==> src/rtl/fifo_pkg.sv <==
// fifo_pkg: shared types for the FIFO read adapter.
// Default widths and the skid-buffer occupancy encoding.
package fifo_pkg;

    localparam int FIFO_WIDTH_DEF = 16;
    localparam int CNT_WIDTH_DEF  = 16;

    typedef enum logic [1:0] {
        EMPTY = 2'd0,
        ONE   = 2'd1,
        TWO   = 2'd2
    } buf_state_e;

endpackage

==> src/rtl/fifo_skid_buf.sv <==
// fifo_skid_buf: two-entry in-order buffer.
// Entry 0 is always the head; the state value doubles as the count.
module fifo_skid_buf
    import fifo_pkg::*;
#(
    parameter int W = FIFO_WIDTH_DEF
) (
    input  logic         clk,
    input  logic         rst_n,
    input  logic         push,
    input  logic [W-1:0] push_data,
    input  logic         pop,
    output logic [W-1:0] head,
    output logic [1:0]   count
);

    buf_state_e   state_q, state_d;
    logic [W-1:0] ent0_q, ent0_d;
    logic [W-1:0] ent1_q, ent1_d;

    // pop shifts the tail forward; push lands behind whatever survives
    always_comb begin
        state_d = state_q;
        ent0_d  = ent0_q;
        ent1_d  = ent1_q;
        unique case (state_q)
            EMPTY: begin
                if (push) begin
                    ent0_d  = push_data;
                    state_d = ONE;
                end
            end
            ONE: begin
                if (push && pop) begin
                    ent0_d = push_data;
                end else if (push) begin
                    ent1_d  = push_data;
                    state_d = TWO;
                end else if (pop) begin
                    state_d = EMPTY;
                end
            end
            TWO: begin
                if (pop) begin
                    ent0_d = ent1_q;
                    if (push) begin
                        ent1_d = push_data;
                    end else begin
                        state_d = ONE;
                    end
                end
            end
            default: state_d = EMPTY;
        endcase
    end

    // buffer registers, cleared so the head reads zero out of reset
    always_ff @(posedge clk or negedge rst_n) begin
        if (!rst_n) begin
            state_q <= EMPTY;
            ent0_q  <= '0;
            ent1_q  <= '0;
        end else begin
            state_q <= state_d;
            ent0_q  <= ent0_d;
            ent1_q  <= ent1_d;
        end
    end

    assign head  = ent0_q;
    assign count = state_q;

endmodule

==> src/rtl/fifo_rd_adapter.sv <==
// fifo_rd_adapter: turns a 1-cycle-latency FIFO read port
// into a valid/ready stream backed by a two-entry skid buffer.
module fifo_rd_adapter
    import fifo_pkg::*;
#(
    parameter int FIFO_WIDTH = FIFO_WIDTH_DEF,
    parameter int CNT_WIDTH  = CNT_WIDTH_DEF
) (
    input  logic                  clk,
    input  logic                  rst_n,
    input  logic                  fifo_empty,
    input  logic                  fifo_underflow,
    input  logic [FIFO_WIDTH-1:0] fifo_data_out,
    output logic                  fifo_rd_en,
    output logic                  m_valid,
    input  logic                  m_ready,
    output logic [FIFO_WIDTH-1:0] m_data,
    output logic [1:0]            occupancy,
    output logic [CNT_WIDTH-1:0]  words_out,
    output logic                  err_underflow
);

    logic                 inflight_q, inflight_d;
    logic                 err_q, err_d;
    logic [CNT_WIDTH-1:0] words_q, words_d;
    logic                 pop, push, rd_en;
    logic [1:0]           count;
    logic [2:0]           room;
    logic [FIFO_WIDTH-1:0] head;

    fifo_skid_buf #(
        .W(FIFO_WIDTH)
    ) u_buf (
        .clk       (clk),
        .rst_n     (rst_n),
        .push      (push),
        .push_data (fifo_data_out),
        .pop       (pop),
        .head      (head),
        .count     (count)
    );

    // issue a read only if its capture next cycle is sure of a free slot
    always_comb begin
        pop   = (count != 2'd0) && m_ready;
        push  = inflight_q && !fifo_underflow;
        room  = {1'b0, count} + {2'b0, inflight_q} - {2'b0, pop};
        rd_en = rst_n && !fifo_empty && (room < 3'd2);
    end

    // next values for the in-flight flag, sticky error and transfer count
    always_comb begin
        inflight_d = rd_en;
        err_d      = err_q | (inflight_q & fifo_underflow);
        words_d    = words_q + {{(CNT_WIDTH-1){1'b0}}, pop};
    end

    // control registers
    always_ff @(posedge clk or negedge rst_n) begin
        if (!rst_n) begin
            inflight_q <= 1'b0;
            err_q      <= 1'b0;
            words_q    <= '0;
        end else begin
            inflight_q <= inflight_d;
            err_q      <= err_d;
            words_q    <= words_d;
        end
    end

    assign fifo_rd_en    = rd_en;
    assign m_valid       = (count != 2'd0);
    assign m_data        = head;
    assign occupancy     = count;
    assign words_out     = words_q;
    assign err_underflow = err_q;

endmodule

==> config.mk <==
export PLATFORM = sky130hd
export DESIGN_NAME = fifo_rd_adapter
export DESIGN_NICKNAME = d
export VERILOG_FILES = /design/src/rtl/fifo_pkg.sv /design/src/rtl/fifo_skid_buf.sv /design/src/rtl/fifo_rd_adapter.sv
export SDC_FILE = /design/constraint.sdc
export NUM_CORES = 1
export LEC_CHECK = 0
export ABC_AREA = 1
export ABC_CLOCK_PERIOD_IN_PS = 3800
export BUFFER_PORTS_ARGS = -buffer_cell sky130_fd_sc_hd__buf_2
export CAP_MARGIN = 0
export CORE_ASPECT_RATIO = 1.25
export CORE_UTILIZATION = 40
export CTS_CLUSTER_DIAMETER = 40
export DETAILED_ROUTE_END_ITERATION = 6
export HOLD_SLACK_MARGIN = 0.12
export SKIP_LAST_GASP = 1
export SYNTH_ARGS = -nofsm -noshare
export SYNTH_HDL_FRONTEND = slang
export SYNTH_SLANG_ARGS = --single-unit
==> constraint.sdc <==
create_clock -name clk -period 3.8 [get_ports clk]
set_clock_uncertainty 0.2 [all_clocks]
set_input_delay 0.19 -clock clk [delete_from_list [all_inputs] [get_ports clk]]
set_output_delay 0.19 -clock clk [all_outputs]
set_load 0.01 [all_outputs]
==> results of run 1 <==
sequential cells by signal (all words and copies together) (netlist names):
name / cells
err_underflow: 1
u_buf.count: 2
words_out: 16
u_buf.ent1_q: 16
u_buf.head: 16
inflight_q: 1
worst max-delay path by stage:
stage / end / slack (ns)
floorplan: fifo_rd_en / 1.34
CTS: fifo_rd_en / 0.86
global placement: fifo_rd_en / 1.27
detailed placement: fifo_rd_en / 1.19
global route: fifo_rd_en / 0.67
finish: fifo_rd_en / 0.93
per-stage QoR:
| step | instances | utilization (%) | hold slack (ns) |
|---|---|---|---|
| 6_report | 476 | 53.1 | 0.154 |
| 5_1_grt | 476 | 53.1 | 0.200 |
| 4_1_cts | 476 | 53.1 | 0.158 |
| 3_5_place_dp | 438 | 46.7 | 0.163 |
| 3_3_place_gp | 438 | 46.7 | 0.162 |
| 2_1_floorplan | 304 | - | -0.306 |
cell type report:
class / count / area (µm²) / area share (%)
clock buffers: 6 / 82.6 / 2.52
clock inverters: 2 / 10.0 / 0.306
inverters: 15 / 56.3 / 1.72
multi-input cells: 228 / 1120 / 34.3
flip-flops and latches: 52 / 1300 / 39.8
well taps: 85 / 106 / 3.25
repair buffers: 88 / 593 / 18.1
per-layer routing:
| layer | vias to the layer above | share of wire [%] | track usage (%) |
|---|---|---|---|
| li1 | 1126 | - | - |
| met1 | 1045 | 46 | 24.2 |
| met2 | 48 | 50 | 31.9 |
| met3 | 6 | 3.7 | 3.66 |
| met4 | 0 | 1.1 | 5.77 |
| met5 | - | 0 | 0 |
power by group through the flow:
| stage | clock (mW) | combinational [mW] | sequential [mW] |
|---|---|---|---|
| 3_5_place_dp | 0 | 0.298 | 0.761 |
| 4_1_cts | 0.341 | 0.316 | 0.749 |
| 5_1_grt | 0.360 | 0.357 | 0.764 |
| 6_report | 0.328 | 0.311 | 0.748 |
| 3_3_place_gp | 0 | 0.293 | 0.758 |
| 2_1_floorplan | 0 | 0.138 | 0.782 |
worst max-delay path, delay by kind of cell, from the launching register on:
family | cells | cell delay [ns]
fa+ha+maj | 1 | 0.48
buf+inv | 2 | 0.30
flops | 1 | 0.44
simple gates | 6 | 0.95
timing repair:
item                      4_1_cts  5_1_grt
hold endpoints to repair       88        0
setup buffers                   0        0
hold buffers                   30        0
cell families after synthesis:
kind of cell | after synthesis | synth area share, %
compound gates | 6 | 1.37
fa+ha+maj | 3 | 1.76
xor+xnor | 10 | 3.42
simple gates | 209 | 37.3
flops | 52 | 50.9
buf+inv | 24 | 5.28
cell usage after synthesis:
library cell	number	area, µm²
nand4_1	4	25.0
fa_1	1	20.0
buf_4	3	22.5
buf_12	1	20.0
nand2_2	10	62.6
nor3_1	1	5.00
nand2_8	1	20.0
inv_1	12	45.0
inv_2	3	11.3
o31ai_1	1	7.51
nor2_8	2	40.0
ha_1	2	25.0
buf_6	2	22.5
buf_2	2	10.0
clkbuf_1	1	3.75
dfrtp_1	52	1300
o21ai_0	3	15.0
nor2_1	13	48.8
a21o_1	1	7.51
nand3_1	39	195
nand3_4	1	17.5
nand2_4	3	33.8
nand2_1	135	507
xnor2_1	4	35.0
xor2_1	6	52.6
a21oi_1	1	5.00
==> results by group, run 1 <==
Run status
  • Status: complete, no violations

Yosys
  • Mapped Area: 0.00256 mm²
  • Synthesized flop and latch total: 52
  • Syn_area_per_cell: 8.42 µm²
  • Cells after synthesis: ~300
  • Synth warn: 0
  • Sequential area share after synthesis: between 50% and 60%
  • Mapped Nets: around 330
  • Synth unique cells: 26

Routing
  • DR pass1 iterations: 6
  • Vias: 2225
  • Drt drc: 0
  • Final ANT Viol Nets: 0
  • Starting DRT DRC Count: 108
  • DR WL/cell: 12.2 µm
  • Final wirelength: just under 6 mm
  • Via-per-instance ratio: 4.67

Pwr
  • Psw: 436 µW
  • Worst IR Drop VDD: ~220 µV
  • Total power: 1.39 mW
  • PD cells: approximately 420 mW/mm²
  • Sequential share of power: 53.9%
  • Leak: roughly 1.8 nW
  • Cell Int Power: 952 µW
  • Gate power share: 22.4%
  • Clk network pwr share: a little under a quarter
  • Sw frac: 31.4%

STA
  • RSZ-0062 raised after global routing: false
  • Final period utilization: between 70% and 80%
  • Hold Vio Cnt, Final: 0
  • Setup TNS: 0 ns
  • Max frequency: 348 MHz
  • Final Setup Violations: 0
  • Max-slew headroom: a little under three fifths
  • Final WS setup: 0.928 ns
  • Fin. max-slew vios: 0
  • Min cycle time layout: 2.87 ns
  • Actual slew at the worst max-slew pin: 0.673 ns

Worst setup path
  • Startpoint types: flip-flop
  • Max stage delay cell, worst path: fa_1
  • Cell repeated most along the worst path: nand2_1
  • R2R Setup Slk: 1.43 ns
  • Reg-to-reg endpoint: u_buf.ent1_q[8]
  • WP data arrival: 2.48 ns
  • Crit path largest cell delay: 0.48 ns
  • CP Cell Sequence: inv_2 -> nor2_8 -> nand2_4 -> nand2_1 -> nand2_1 -> fa_1 -> nand2_1 -> nor3_1 -> buf_2
  • R2r worst-path depth: 7
  • Critical Path Sink Type: output port
  • Worst EP required: 3.41 ns
  • Worst setup path startpoint: u_buf.count[1]
  • Crit path max fanout: 20
  • Critical path class: reg -> out
  • Reg2reg start: u_buf.count[1]

Layout
  • Most frequent cells in the layout: nand2_1 (135), buf_2 (57), dfrtp_1 (52)
  • FILL cells: 627
  • Commonest non-fill, non-tap cell in the layout: nand2_1
  • Post-route cell area: 0.00327 mm²
  • Antenna cell count: 0
  • Area Growth Syn to Fin: 27.9%
  • Nets: 414
  • Fraction of layout cells with a size suffix above 1: 22.0%

Placement
  • Number of I/O port buffers: 57
  • Place WS: approximately 1.2 ns
  • Global placer's final weighted congestion: between 0.7 and 0.8
  • Placed Area: 0.00288 mm²
  • Final HPWL DP: 3.77 mm

Global route
  • Largest net degree at the start of global routing: 54
  • First-pass GRT wire length: 10.0 mm
  • Initial antenna violation count: 0
  • Gr usage total: 18.9%
  • Vias in the first global route: 2202
  • Global route overflow: 0

Worst hold path
  • Min-Delay Path Depth: 4
  • Worst Hold Class: in -> reg
  • Worst Hold Launch: m_ready
  • WHS Endpoint: words_out[0]

Clock tree
  • Total CTS buffers: 5
  • H-tree depth: 2
  • Max Buffers Root-to-Sink: 2
  • Clock Tree Root: clkbuf_8
  • Post-cts sizing count: 0
  • Clock sink count: 52
  • Worst-Skew Late Latency: 0.30 ns
  • Clock-pin slew on the worst setup and hold paths: 0.09 ns
  • CTS tree: yes

Floorplan
  • Core area: between 0.006 and 0.007 mm²
  • Initial core utilization: about two fifths
  • Die height: around 91 µm
  • Die area: 0.00672 mm²
  • Ports: 58
  • Die width: 73.5 µm
  • Num rows: 32

Run
  • Max cap viols: 0
(Power assumes the default switching activity.)
==> run 2, diff against run 1 <==
ABC_AREA = 0   (was 1)
ABC_CLOCK_PERIOD_IN_PS = 2700   (was 3800)
clock period = 2.7 ns   (was 3.8 ns; I/O delays follow)
==> run 2 against run 1 <==
Core utilization up 0.52 points. Total power up 50%. Critical path depth down 1. Global-route usage down 3.0 points. Area after synthesis down 9.6%. Register-to-register slack worse by 1.3 ns. Non-clock buffer count down 6. Largest power group unchanged.
==> results by group, run 2 <==
Run status
  • Status: complete, no violations

Floorplan
  • Die area: 0.00609 mm² (-9.4%)
  • Core area: 0.00552 mm² (-11%)
  • Num rows: 30 (-6.3%)
  • Die height: 87.0 µm (-4.8%)
  • Ports: 58 (unchanged)
  • Die width: 70.0 µm (-4.8%)
  • Initial core utilization: 41.9% (+0.43 points)

Layout
  • Area Growth Syn to Fin: 27.8% (about the same)
  • Antenna cell count: 0 (unchanged)
  • Multi-input gate area: 938 µm² (-16%)
  • Reg area: 0.00130 mm² (about the same)
  • Nets: 290 (-30%)
  • Most frequent cells in the layout: buf_2 (57), dfrtp_1 (51), nand2_1 (23)
  • FILL cells: 500 (-20%)
  • Post-route cell area: 0.00296 mm² (-9.6%)
  • Fraction of layout cells with a size suffix above 1: 33.3% (+11 points)
  • Post-Layout Cell Count: 331 (-30%)
  • Commonest non-fill, non-tap cell in the layout: buf_2

Yosys
  • Mapped Area: 0.00231 mm² (-9.6%)
  • Synth warn: 0 (unchanged)
  • Syn_area_per_cell: 12.5 µm² (+49%)
  • Top FF cell, synth: dfrtp_1
  • Cells after synthesis: 185 (-39%)
  • Synthesized flop and latch total: 52 (unchanged)
  • Top cell type's share of synthesized area: 56.2% (+5.4 points)
  • Synth area leader: dfrtp_1
  • Mapped Nets: 209 (-36%)
  • Number of synthesized flops with an enable pin: 0 (unchanged)
  • Sequential area share after synthesis: 56.2% (+5.4 points)
  • Main area contributors after synthesis: dfrtp_1 (56%), mux2i_1 (7.4%), mux2_4 (6.5%)
  • Most numerous cell in the Yosys netlist: dfrtp_1
  • Async set-or-reset flop fraction in the synthesized netlist: 100% (unchanged)
  • Synth cell count leaders: dfrtp_1 (52), nand2_1 (23), o21ai_0 (18)
  • Synth unique cells: 33 (+27%)

Routing
  • Final ANT Viol Nets: 0 (unchanged)
  • Vias: 1604 (-28%)
  • Via-per-instance ratio: 4.85 (+3.7%)
  • DR WL/cell: 13.3 µm (+9.2%)
  • Final wirelength: 4.40 mm (-24%)
  • Drt drc: 0 (unchanged)
  • DR pass1 iterations: 4 (-2)
  • Starting DRT DRC Count: 87 (-19%)

Clock tree
  • Worst-Skew Late Latency: 0.29 ns (about the same)
  • Clock-pin slew on the worst setup and hold paths: 0.09 ns (about the same)
  • H-tree depth: 2 (unchanged)
  • Total CTS buffers: 5 (unchanged)
  • Clock sink count: 52 (unchanged)
  • Clock Tree Root: clkbuf_8
  • CTS tree: yes
  • Max Buffers Root-to-Sink: 2 (unchanged)
  • Post-CTS setup buffers: 0 (unchanged)

STA
  • Max-slew headroom: 55.7% (+0.64 points)
  • Max frequency: 392 MHz
  • Actual slew at the worst max-slew pin: 0.664 ns (-0.00958 ns)
  • Setup TNS: 0 ns (unchanged)
  • Fin. max-slew vios: 0 (unchanged)
  • Hold Vio Cnt, Final: 0 (unchanged)
  • RSZ-0062 raised after global routing: false
  • Min cycle time layout: 2.55 ns
  • Final Setup Violations: 0 (unchanged)
  • Final period utilization: between 90% and 100%

Placement
  • Final HPWL DP: 2.84 mm (-25%)
  • Global placer's final weighted congestion: 0.766 (+0.41%)
  • Placed Instances: 302 (-31%)
  • Placed Area: 0.00265 mm² (-8.0%)
  • Number of I/O port buffers: 57 (unchanged)

Worst setup path
  • Reg2reg start: u_buf.count[0]
  • Max stage delay cell, worst path: dlygate4sd3_1
  • Critical path class: in -> reg
  • Worst EP required: 2.74 ns (-0.67 ns)
  • Buf/Inv on CP: 3 (+1)
  • CP Cell Sequence: dlygate4sd3_1 -> buf_2 -> and3b_2 -> o21ai_0 -> fa_1 -> xor2_1 -> nor3_1 -> dlygate4sd3_1
  • Crit path max fanout: 6 (-70%)
  • Startpoint types: input pin
  • Crit path largest cell delay: 0.59 ns (+0.11 ns)
  • CP delay by family, top: buffers and inverters
  • WP data arrival: 2.59 ns (+0.11 ns)
  • Reg-to-reg endpoint: inflight_q
  • Cell repeated most along the worst path: dlygate4sd3_1
  • R2r worst-path depth: 6 (-1)
  • R2R Setup Slk: 0.16 ns (-1.27 ns)
  • Critical Path Sink Type: flip-flop

Global route
  • Gr usage total: 16.0% (-3.0 points)
  • Global route overflow: 0 (unchanged)
  • Vias in the first global route: 1665 (-24%)
  • Largest net degree at the start of global routing: 53 (-1.9%)
  • First-pass GRT wire length: 7.68 mm (-23%)
  • Initial antenna violation count: 0 (unchanged)

Pwr
  • Sequential share of power: 53.6% (-0.3 points)
  • Cell Int Power: 1.48 mW (+55%)
  • Gate power share: 24.6% (+2.2 points)
  • Clk network pwr share: 21.8% (-1.9 points)
  • Sw frac: 29.3% (-2.1 points)
  • Worst IR Drop VDD: 375 µV (+70%)
  • PD cells: 706 mW/mm² (+67%)
  • Psw: 612 µW (+41%)
  • Leak: 1.62 nW (-8.6%)
  • Total power: 2.09 mW (+50%)

Worst hold path
  • WHS Endpoint: err_underflow
  • Worst Hold Launch: err_underflow
  • Min-Delay Path Depth: 1 (-3)
  • Worst Hold Class: reg -> reg

Run
  • Max cap viols: 0 (unchanged)
run 2: changes by cell type after synthesis, moves of 3 or more:
cell     before  now
nand2_1     135   23
nand3_1      39    5
mux2i_1       0   17
o21ai_0       3   18
inv_1        12    1
mux2_4        0   10
nand2_2      10    0
nor2_1       13    6
mux2_2        0    6
xnor2_1       4    8
inv_2         3    0
nand2_4       3    0
run 2: worst max path at each step:
stage | start | to | cells past startpoint
finish | m_ready | inflight_q | 8
global route | u_buf.count[0] | inflight_q | 6
CTS | u_buf.count[1] | inflight_q | 6
detailed placement | u_buf.count[1] | fifo_rd_en | 6
global placement | u_buf.count[1] | fifo_rd_en | 6
floorplan | u_buf.count[1] | inflight_q | 7
run 2: metal layers:
metal  part of all wire [%]  GRT usage [%]  up-vias
li1                       -              -      790
met1                     45           19.6      764
met2                     49           27.4       44
met3                    4.7           3.94        6
met4                    1.3           5.64        0
met5                      0              0        -
run 2: power groups by stage:
stage | clock network, mW | logic (mW) | registers [mW]
floorplan | 0 | 0.241 | 1.17
global placement | 0 | 0.488 | 1.13
detailed placement | 0 | 0.495 | 1.13
CTS | 0.481 | 0.520 | 1.12
global route | 0.509 | 0.579 | 1.15
finish | 0.456 | 0.513 | 1.12
run 2: through the flow:
stage	setup WS [ns]	hold WS [ns]	utilization, %
after global placement	0.459	0.106	48.0
after floorplan	0.536	-0.361	-
after detailed placement	0.399	0.115	48.0
final	0.147	0.257	53.6
after CTS	0.0828	0.265	53.5
after global routing	0.0133	0.291	53.6
run 2: cells by family (layout without fill, tap and decap cells):
logic type      Yosys count  count (layout)  share of synthesized area [%]
buf+inv                   9              91                           3.24
fa+ha+maj                 3               3                           1.95
mux                      33              33                           16.8
flops                    52              52                           56.2
simple gates             50              50                           10.2
compound gates           23              23                           5.90
xor+xnor                 15              15                           5.68
run 2: final cells by class:
type / instances / area share [%]
Multi-Input combinational cell: 124 / 31.7
Timing Repair Buffer: 82 / 18.2
Sequential cell: 52 / 44.1
Clock inverter: 1 / 0.254
Tap cell: 64 / 2.71
Clock buffer: 7 / 2.92
Inverter: 1 / 0.127
run 2: worst reg2reg max path: cells and delay by family (launching register included):
kind | cells | cell delay [ns]
adders and majority gates | 1 | 0.39
DFF | 1 | 0.43
and+or+nand+nor | 2 | 0.60
xor gates and xnor gates | 1 | 0.16
AOI/OAI and AO/OA | 1 | 0.13
buffers and inverters | 1 | 0.59
run 2: repair_timing:
action                                 4_1_cts  5_1_grt
hold buffers                                21        0
resized for setup                            0        2
endpoints found under the hold margin       89        0
setup endpoints to repair                    0        2
